**config.mk**
```make
export PLATFORM = sky130hd
export DESIGN_NAME = hazard_ctrl
export DESIGN_NICKNAME = d
export VERILOG_FILES = /design/src/rtl/hazard_ctrl.sv
export SDC_FILE = /design/constraint.sdc
export NUM_CORES = 1
export LEC_CHECK = 0
export CORE_ASPECT_RATIO = 1.2
export CORE_UTILIZATION = 53
export CTS_CLUSTER_SIZE = 28
export DETAILED_ROUTE_END_ITERATION = 16
export GPL_TIMING_DRIVEN = 0
export PLACE_DENSITY = 0.85
export SETUP_SLACK_MARGIN = 0.15
export SLEW_MARGIN = 20
export SYNTH_ARGS = -nofsm -noshare
export SYNTH_HDL_FRONTEND = slang
export SYNTH_SLANG_ARGS = --single-unit
```
**constraint.sdc**
```tcl
create_clock -name CLK -period 5.3 [get_ports CLK]
set_clock_uncertainty 0.2 [all_clocks]
set_input_delay 1.06 -clock CLK [delete_from_list [all_inputs] [get_ports CLK]]
set_output_delay 1.06 -clock CLK [all_outputs]
set_load 0.005 [all_outputs]
```
**src/rtl/hazard_ctrl.sv**
```systemverilog
// Pipeline hazard controller: load-use stalls, taken-branch flushes, memory-wait holds
// with a timeout into a sticky error state, plus saturating stall/flush counters.
module hazard_ctrl #(
    parameter int unsigned CNT_W        = 16,
    parameter int unsigned FLUSH_CYCLES = 2,
    parameter int unsigned MEM_TIMEOUT  = 255
) (
    input  logic             CLK,
    input  logic             RST_n,
    input  logic             id_valid,
    input  logic             id_use_rs1,
    input  logic             id_use_rs2,
    input  logic [4:0]       id_rs1,
    input  logic [4:0]       id_rs2,
    input  logic             ex_valid,
    input  logic             ex_memrd,
    input  logic [4:0]       ex_rd,
    input  logic             ex_br_taken,
    input  logic             mem_busy,
    output logic             pc_hold,
    output logic             ifid_hold,
    output logic             exmem_hold,
    output logic             ifid_flush,
    output logic             idex_bubble,
    output logic [1:0]       state,
    output logic             err,
    output logic [CNT_W-1:0] stall_cnt,
    output logic [CNT_W-1:0] flush_cnt
);

    typedef enum logic [1:0] {
        StRun     = 2'b00,
        StFlush   = 2'b01,
        StMemWait = 2'b10,
        StError   = 2'b11
    } state_e;

    localparam logic [2:0] FlushInit = 3'(FLUSH_CYCLES - 1);
    localparam logic [8:0] TmoLimit  = 9'(MEM_TIMEOUT);

    state_e           state_q, state_d;
    logic [2:0]       rem_q, rem_d;
    logic             ret_flush_q, ret_flush_d;
    logic [7:0]       tmo_q, tmo_d;
    logic [8:0]       tmo_inc;
    logic             err_q, err_d;
    logic [CNT_W-1:0] stall_q, flushc_q;

    logic load_use;
    logic front_hold, back_hold, flush, lu_bubble;

    assign load_use = id_valid & ex_valid & ex_memrd & (ex_rd != 5'd0) &
                      ((id_use_rs1 & (id_rs1 == ex_rd)) | (id_use_rs2 & (id_rs2 == ex_rd)));
    assign tmo_inc  = {1'b0, tmo_q} + 9'd1;

    always_comb begin
        state_d     = state_q;
        rem_d       = rem_q;
        ret_flush_d = ret_flush_q;
        tmo_d       = tmo_q;
        err_d       = err_q;
        front_hold  = 1'b0;
        back_hold   = 1'b0;
        flush       = 1'b0;
        lu_bubble   = 1'b0;
        unique case (state_q)
            StRun, StFlush: begin
                if (mem_busy) begin
                    front_hold  = 1'b1;
                    back_hold   = 1'b1;
                    ret_flush_d = (state_q == StFlush);
                    tmo_d       = 8'd1;
                    // A one-cycle timeout expires on the very first busy cycle.
                    if (TmoLimit <= 9'd1) begin
                        state_d = StError;
                        err_d   = 1'b1;
                    end else begin
                        state_d = StMemWait;
                    end
                end else if (state_q == StFlush) begin
                    flush = 1'b1;
                    rem_d = rem_q - 3'd1;
                    if (rem_q <= 3'd1) begin
                        rem_d   = 3'd0;
                        state_d = StRun;
                    end
                end else if (ex_br_taken) begin
                    flush = 1'b1;
                    if (FLUSH_CYCLES > 1) begin
                        state_d = StFlush;
                        rem_d   = FlushInit;
                    end
                end else if (load_use) begin
                    front_hold = 1'b1;
                    lu_bubble  = 1'b1;
                end
            end
            StMemWait: begin
                if (mem_busy) begin
                    front_hold = 1'b1;
                    back_hold  = 1'b1;
                    tmo_d      = tmo_inc[7:0];
                    if (tmo_inc >= TmoLimit) begin
                        state_d = StError;
                        err_d   = 1'b1;
                    end
                end else begin
                    tmo_d   = 8'd0;
                    state_d = ret_flush_q ? StFlush : StRun;
                end
            end
            StError: begin
                front_hold = 1'b1;
                back_hold  = 1'b1;
                err_d      = 1'b1;
            end
            default: state_d = StRun;
        endcase
    end

    // Control outputs are forced low while reset is asserted, whatever the inputs.
    assign pc_hold     = RST_n & front_hold;
    assign ifid_hold   = RST_n & front_hold;
    assign exmem_hold  = RST_n & back_hold;
    assign ifid_flush  = RST_n & flush;
    assign idex_bubble = RST_n & (flush | lu_bubble);
    assign state       = state_q;
    assign err         = err_q;
    assign stall_cnt   = stall_q;
    assign flush_cnt   = flushc_q;

    always_ff @(posedge CLK or negedge RST_n) begin
        if (!RST_n) begin
            state_q     <= StRun;
            rem_q       <= 3'd0;
            ret_flush_q <= 1'b0;
            tmo_q       <= 8'd0;
            err_q       <= 1'b0;
            stall_q     <= '0;
            flushc_q    <= '0;
        end else begin
            state_q     <= state_d;
            rem_q       <= rem_d;
            ret_flush_q <= ret_flush_d;
            tmo_q       <= tmo_d;
            err_q       <= err_d;
            if (pc_hold && (stall_q != '1)) begin
                stall_q <= stall_q + CNT_W'(1);
            end
            if (ifid_flush && (flushc_q != '1)) begin
                flushc_q <= flushc_q + CNT_W'(1);
            end
        end
    end

endmodule

```
# ---- Yosys cells after proc, flatten, opt, wreduce, memory -nomap -nowiden
# Cells that the tools add are included.
dict set report classes {
  addsub 4
  order_cmp 2
  eq_ne 13
  n_mux 30
  bitwise_logic 13
  n_reduce_logical 14
}
# op count
set ops {}
lappend ops {{16-bit by 1-bit adder with 16-bit output (second input constant)} 2}
lappend ops {{16-bit != test (second input constant)} 2}
lappend ops {{8-bit 2-to-1 mux} 2}
lappend ops {{8-bit case mux with 2 select lines} 1}
lappend ops {{1-bit 2-to-1 mux} 14}
lappend ops {{2-bit 2-to-1 mux} 6}
lappend ops {{1-bit AND} 10}
lappend ops {{5-bit equality test} 2}
lappend ops {{8-bit by 1-bit adder with 9-bit output (second input constant)} 1}
lappend ops {{9-bit by 8-bit >= comparator with 1-bit output (second input constant)} 1}
lappend ops {{3-bit 2-to-1 mux} 3}
lappend ops {{4-bit != test (second input constant)} 2}
lappend ops {{2-bit != test (second input constant)} 3}
lappend ops {{3-bit AND reduction} 2}
lappend ops {{2-bit nonzero test} 3}
lappend ops {{5-bit nonzero test} 1}
lappend ops {{2-bit equality test (second input constant)} 2}
lappend ops {{1-bit case mux with 2 select lines} 2}
lappend ops {{2-bit case mux with 2 select lines} 1}
lappend ops {{2-bit AND reduction} 2}
lappend ops {{4-bit AND reduction} 1}
lappend ops {{3-bit by 1-bit less-or-equal comparator with 1-bit output (second input constant)} 1}
lappend ops {{3-bit != test (second input constant)} 1}
lappend ops {{1-bit case mux with 3 select lines} 1}
lappend ops {{8 further kinds} 10}
dict set report word_totals {
  regBits 47
  output_inout_bits 40
}

# ---- Logic depth before layout (Yosys ltp)
# Gate-level depths: netlist (run 1).
dict set report depth {
  word_depth 11
  mapped_depth 8
}

# ---- Worst setup path before layout (run 1)
# Ideal clock, no wire load.
dict set report synth_path {
  path_kind {input to output}
  from {input mem_busy}
  to {output pc_hold}
  arrival_ns 2.014
  slack_ns 2.026
  cell_stages 7
  n_path_buf 2
  path_cell_list {inv_2 -> o21ai_1 -> and2_1 -> a21oi_2 -> buf_6 -> inv_1 -> buf_4}
}
dict set report synth_between {
  elab_chain_len 3
}
# item line_no
set synth_lines {}
lappend synth_lines {{from (decl)} 19} ;# input logic mem_busy,
lappend synth_lines {{1-bit 2-to-1 mux (on tied branches)} {99, 68}}
lappend synth_lines {{1-bit case mux with 3 select lines (*)} 66} ;# unique case (state_q)
lappend synth_lines {{1-bit AND (*)} --}
lappend synth_lines {{to (decl)} 20} ;# output logic pc_hold,
# Mark *: on every way between the ends. The rest lies on a longest branch, timed or not.

# ---- Worst setup path in the final report (run 1)
dict set report layout_path {
  from {input mem_busy}
  to {output pc_hold}
}
dict set report layout_between {
  elab_chain_len 3
}
# item line_no
set layout_lines {}
lappend layout_lines {{1-bit 2-to-1 mux (on tied branches)} {99, 68}}
lappend layout_lines {{1-bit case mux with 3 select lines (*)} 66}
lappend layout_lines {{1-bit AND (*)} 122} ;# assign pc_hold = RST_n & front_hold;
# Marked as above.

==> flow_summary.yaml, run 1 <==
global_routing:
  gr-usage-all-layers: 0.250
  grt_pass1_vias: 2183
  grt_first_pass_wirelength_mm: 10.0
  grt_max_degree: 35
  grt_overflow: 0
  antenna_found_initial: 0
die:
  die_h_um: 79.4
  start_util: 0.563
  die_w_um: 66.5
  io_pins: 64
  core_um2: 4700
  num_rows: 27
  dieArea_um2: 5280
synthesis:
  synth_cells: 271
  synthArstFlopShare: 1.00
  yosysMostFrequentCell: "dfrtp_1"
  synth_area_leaders: "dfrtp_1 (44%), xor2_1 (7.0%), xnor2_1 (6.3%)"
  synth.ff_latch_count: 47
  ys.flop_type: "dfrtp_1"
  yosysWarnings: 0
  ys_types: 45
  synth_top_area_frac: 0.445
  syn_nets: 301
  synth_edf_count: 0
  synth_top_area_cell: "dfrtp_1"
  syn_area_um2: 2640
  ys_seq_area_frac: 0.445
  ys_top_cells_by_count: "dfrtp_1 (47), nand2_1 (31), xor2_1 (21)"
  syn_avg_cell_area_um2: 9.76
detailed_routing:
  drt-pass1-iter-count: 4
  viasPerCell: 5.56
  ant_nets: 0
  drc: 0
  drt-total-wl_mm: 5.86
  num_vias: 2222
  routedWlPerCell_um: 14.7
  drt_iter0_drc: 122
critical_path:
  end_kind: "output port"
  crit_fanout: 10
  crit_arrival_ps: 3240
  crit_top_cell: "clkdlybuf4s50_1"
  slowest_stage: "clkdlybuf4s50_1"
  criticalPathCategory: "in2out"
  slowest_delay_ps: 530
  crit_required_ps: 4040
  startpoint_type: "input pin"
  worstPathCellList: "clkdlybuf4s50_1 -> inv_2 -> o21ai_1 -> and2_1 -> a21oi_2 -> buf_6 -> inv_1 -> buf_4 -> clkdlybuf4s50_1"
clock_network:
  cts.sinks: 47
  numCtsBuffers: 5
  cts_htree_levels: 2
  clk_pin_slew_worst_paths_ps: 80
  clockBufferDepth: 2
  cts_tree: "built"
  hold_buffers: 0
  post_cts_resized: 0
  post_cts_buffers: 0
  clk_latency_ps: 290
  cts-root-buf: "clkbuf_8"
sta:
  hold_viol: 0
  period_share: 0.849
  min_period_ps: 4500
  fin_tns_setup_ps: 0
  fmax_mhz: 222
  slew_viol_final: 0
  timing.slew.headroom: 0.678
  worst_pin_slew_ps: 483
  setup_viol: 0
  rsz0062_at_grt: "no"
  whs_ps: 296
power:
  swShare: 0.362
  ir_drop_mv: 0.301
  power.density_nw_per_um2: 361
  p_switching_uw: 450
  p_leak_nw: 1.41
  power_frac_seq: 0.450
  p_int_uw: 792
  clkPwrFrac: 0.165
  power_frac_comb: 0.385
final_layout:
  drive_gt1_frac: 0.0848
  diodes: 0
  syn2layout_area_growth_pct: 30.3
  fin_nets: 372
placed_design:
  hpwl_mm: 4.43
  gp_congestion: 0.777
  io_buffers: 63
run_status:
  outcome: "completed"
flow_run:
  maxCapViolations: 0
worst_hold_path:
  min_path_type: "reg2reg"
==> through the flow <==
| step | total power, mW | worst slack, ps | area, µm² | instances | util |
|---|---|---|---|---|---|
| finish | 1.24 | 801 | 3440 | 400 | 0.734 |
| global route | 1.33 | 673 | 3440 | 400 | 0.734 |
| CTS | 1.25 | 825 | 3440 | 400 | 0.734 |
| detailed placement | 1.04 | 840 | 3360 | 393 | 0.716 |
| global placement | 1.02 | -568 | 3350 | 392 | 0.713 |
| floorplan | 0.804 | 2030 | 2640 | 271 | - |
==> cells by family after synthesis <==
logic type	after synthesis	synth area share
flops	47	0.445
mux	6	0.0246
fa+ha+maj	7	0.0322
compound gates	38	0.0951
simple gates	112	0.234
buf+inv	21	0.0369
xor+xnor	40	0.133
==> critical path, delay by kind of cell <==
family	cells	cell delay, ps
compound gates	2	400
simple gates	1	180
buf+inv	6	1580
==> power groups by stage <==
| stage | sequential [mW] | clock, mW | combinational [mW] |
|---|---|---|---|
| floorplan | 0.545 | 0 | 0.259 |
| global placement | 0.559 | 0 | 0.459 |
| detailed placement | 0.563 | 0 | 0.479 |
| CTS | 0.559 | 0.211 | 0.480 |
| global route | 0.574 | 0.226 | 0.530 |
| finish | 0.559 | 0.205 | 0.478 |
==> flip-flops by register name, summed over array words and instances, names as in the netlist <==
name / count
stall_cnt: 16
state: 2
ret_flush_q: 1
rem_q: 3
tmo_q: 8
err: 1
flush_cnt: 16
==> final timing paths <==
check,from,endpoint,slack (ps),cells after the start
worst max-delay path,mem_busy,pc_hold,800,9
min in group asynchronous,RST_n,tmo_q[1],490,1
worst min register to register,rem_q[1],rem_q[1],300,2
max in group asynchronous,RST_n,stall_cnt[6],3910,2
worst min-delay path,rem_q[1],rem_q[1],300,2
worst max register to register,tmo_q[0],state[0],3010,8
==> cell type report <==
cell class	instances	area [µm²]
clock buffer	5	68.8
timing repair buffer	64	646
sequential	47	1180
multi-input combinational	203	1370
inverter	11	41.3
tap	58	72.6
fill	359	1250
clock inverter	2	13.8
buffer	10	56.3
==> placed cells by master (no fill, tap or decap), types with 2 or more instances in the layout <==
cell,count
a22oi_1,3
nor3_2,2
nand3_1,18
o31ai_1,3
clkdlybuf4s50_1,62
nor4_1,4
mux2_2,3
nor3b_1,2
nor3_1,10
inv_1,10
a22o_1,3
nor2_1,16
nand4_1,10
nor4b_1,4
o21ai_0,9
and3_1,4
xor2_1,21
nand2_1,31
a21oi_1,8
o211ai_1,2
xnor2_1,19
dfrtp_1,47
a21oi_2,2
clkbuf_1,6
or2_2,2
mux2i_1,2
buf_4,3
clkbuf_8,5
ha_1,6
a2bb2oi_1,2
nor4_2,3
==> routing by layer <==
metal  vias to the layer above  global-route usage  part of all wire
met1                      1083               0.285              0.42
met5                         -                   0                 0
met4                         0              0.0809             0.014
met3                         7              0.0557             0.040
met2                        37               0.455              0.53
li1                       1095                   -                 -
(Power assumes the default switching activity.)
==> run 2: changes to the inputs <==
Settings changed: CORE_UTILIZATION 53 to 50, PLACE_DENSITY 0.85 to 0.81.
Clock period 5.3 ns to 4.3 ns, I/O delays scaled along.
==> run 2 against run 1 <==
Flip-flop and latch count did not move. Combinational power rose by 24%. Worst setup slack got worse by 450 ps. Via count rose by 1.7%. Utilization fell by 3.7 points. Final area rose by 1.3%. Critical endpoint unchanged.
==> flow_summary.yaml, run 2 (same netlist as run 1, synthesis figures left out) <==
critical_path:
  crit_required_ps: 3240
  startpoint_type: "input pin"
  crit_fanout: 10
  end_kind: "output port"
  criticalPathCategory: "in2out"
  crit_arrival_ps: 2880
final_layout:
  fin_nets: 372
  mostFrequentLayoutCell: "clkdlybuf4s50_1"
  fillerInstances: 395
  drive_gt1_frac: 0.0877
  syn2layout_area_growth_pct: 32.0
  diodes: 0
  finalInstanceArea_um2: 3490
  layout_common_cells: "clkdlybuf4s50_1 (61), dfrtp_1 (47), nand2_1 (31), xor2_1 (21), xnor2_1 (19)"
detailed_routing:
  num_vias: 2260
  drc: 0
  routedWlPerCell_um: 14.5
  drt-total-wl_mm: 5.84
  wl_met2_mm: 3.03
  drt_iter0_drc: 150
  wl_met3_um: 217
  drt-pass1-iter-count: 4
  highest_layer: "met4"
  viasPerCell: 5.62
  wl_met1_mm: 2.50
  ant_nets: 0
sta:
  hold_viol: 0
  timing.slew.headroom: 0.629
  period_share: 0.917
  min_period_ps: 3940
  rsz0062_at_grt: "no"
  setup_viol: 0
  worst_pin_slew_ps: 556
  fmax_mhz: 254
  slew_viol_final: 0
flow_run:
  maxCapViolations: 0
clock_network:
  numCtsBuffers: 5
  cts_tree: "built"
  cts-root-buf: "clkbuf_8"
  clockBufferDepth: 2
  post_cts_buffers: 0
  cts.sinks: 47
  clk_pin_slew_worst_paths_ps: 90
  cts_htree_levels: 2
  clk_latency_ps: 300
global_routing:
  gr-usage-all-layers: 0.229
  grt_pass1_vias: 2093
  grt_max_degree: 28
  antenna_found_initial: 0
  grt_first_pass_wirelength_mm: 9.62
  grt_overflow: 0
power:
  finalPower_mw: 1.60
  p_switching_uw: 559
  power.density_nw_per_um2: 457
  swShare: 0.350
  power_frac_comb: 0.370
  p_leak_nw: 1.43
  p_int_mw: 1.04
  clkPwrFrac: 0.200
  ir_drop_mv: 0.307
  power_frac_seq: 0.430
placed_design:
  detailed_place.area_um2: 3360
  hpwl_mm: 4.29
  gp_congestion: 0.790
  io_buffers: 63
die:
  die_w_um: 68.4
  num_rows: 28
  core_um2: 5010
  dieArea_um2: 5580
  io_pins: 64
  start_util: 0.528
  die_h_um: 81.7
run_status:
  outcome: "completed"
worst_hold_path:
  min_path_type: "reg2reg"
[run 2: final cells by class]
| type | instances | area, µm² | area share |
|---|---|---|---|
| Inverter | 11 | 43.8 | 0.0125 |
| Tap cell | 60 | 75.1 | 0.0215 |
| Timing Repair Buffer | 64 | 648 | 0.186 |
| Clock inverter | 2 | 37.5 | 0.0108 |
| Sequential cell | 47 | 1180 | 0.337 |
| Clock buffer | 5 | 68.8 | 0.0197 |
| Multi-Input combinational cell | 203 | 1380 | 0.397 |
| Buffer | 10 | 56.3 | 0.0161 |
[run 2: timing repair]
item,in CTS,in global routing
hold buffers,0,0
gates resized for setup,0,4
setup endpoints to repair,0,2
[run 2: per-layer routing]
metal,vias to the layer above,global-route usage
met1,1104,0.271
met2,54,0.406
met4,0,0.0750
met3,11,0.0472
li1,1091,-
met5,-,0
[run 2: critical path: stages]
cell and delay (ps):
clkdlybuf4s50_1 550, xnor2_1 130, nand4_1 120, o22ai_2 260, a21oi_4 130, buf_6 170, inv_1 70, buf_4 100
clkdlybuf4s50_1 480
[run 2: stage by stage]
step	hold WS (ps)	cells	worst slack (ps)	setup TNS [ps]	utilization
6_report	278	402	356	0	0.697
5_1_grt	305	402	226	0	0.697
4_1_cts	280	402	191	0	0.693
3_5_place_dp	257	395	194	0	0.672
3_3_place_gp	260	394	-1210	-14930	0.669
2_1_floorplan	248	271	1430	0	-
[run 2: power groups by stage]
stage | Sequential (mW) | Combinational, mW | Clock, mW
3_5_place_dp | 0.691 | 0.589 | 0
4_1_cts | 0.686 | 0.593 | 0.327
5_1_grt | 0.709 | 0.655 | 0.343
3_3_place_gp | 0.690 | 0.565 | 0
2_1_floorplan | 0.671 | 0.319 | 0
6_report | 0.686 | 0.591 | 0.319
[run 2: worst paths after layout]
| kind | start | end | slack, ps | cells past startpoint |
|---|---|---|---|---|
| max | ex_rd[4] | pc_hold | 360 | 9 |
| min | err | err | 280 | 2 |
| max reg2reg | state[0] | stall_cnt[12] | 1960 | 6 |
| min reg2reg | err | err | 280 | 2 |
| max in group asynchronous | RST_n | flush_cnt[0] | 3030 | 2 |
| min in group asynchronous | RST_n | tmo_q[3] | 330 | 1 |
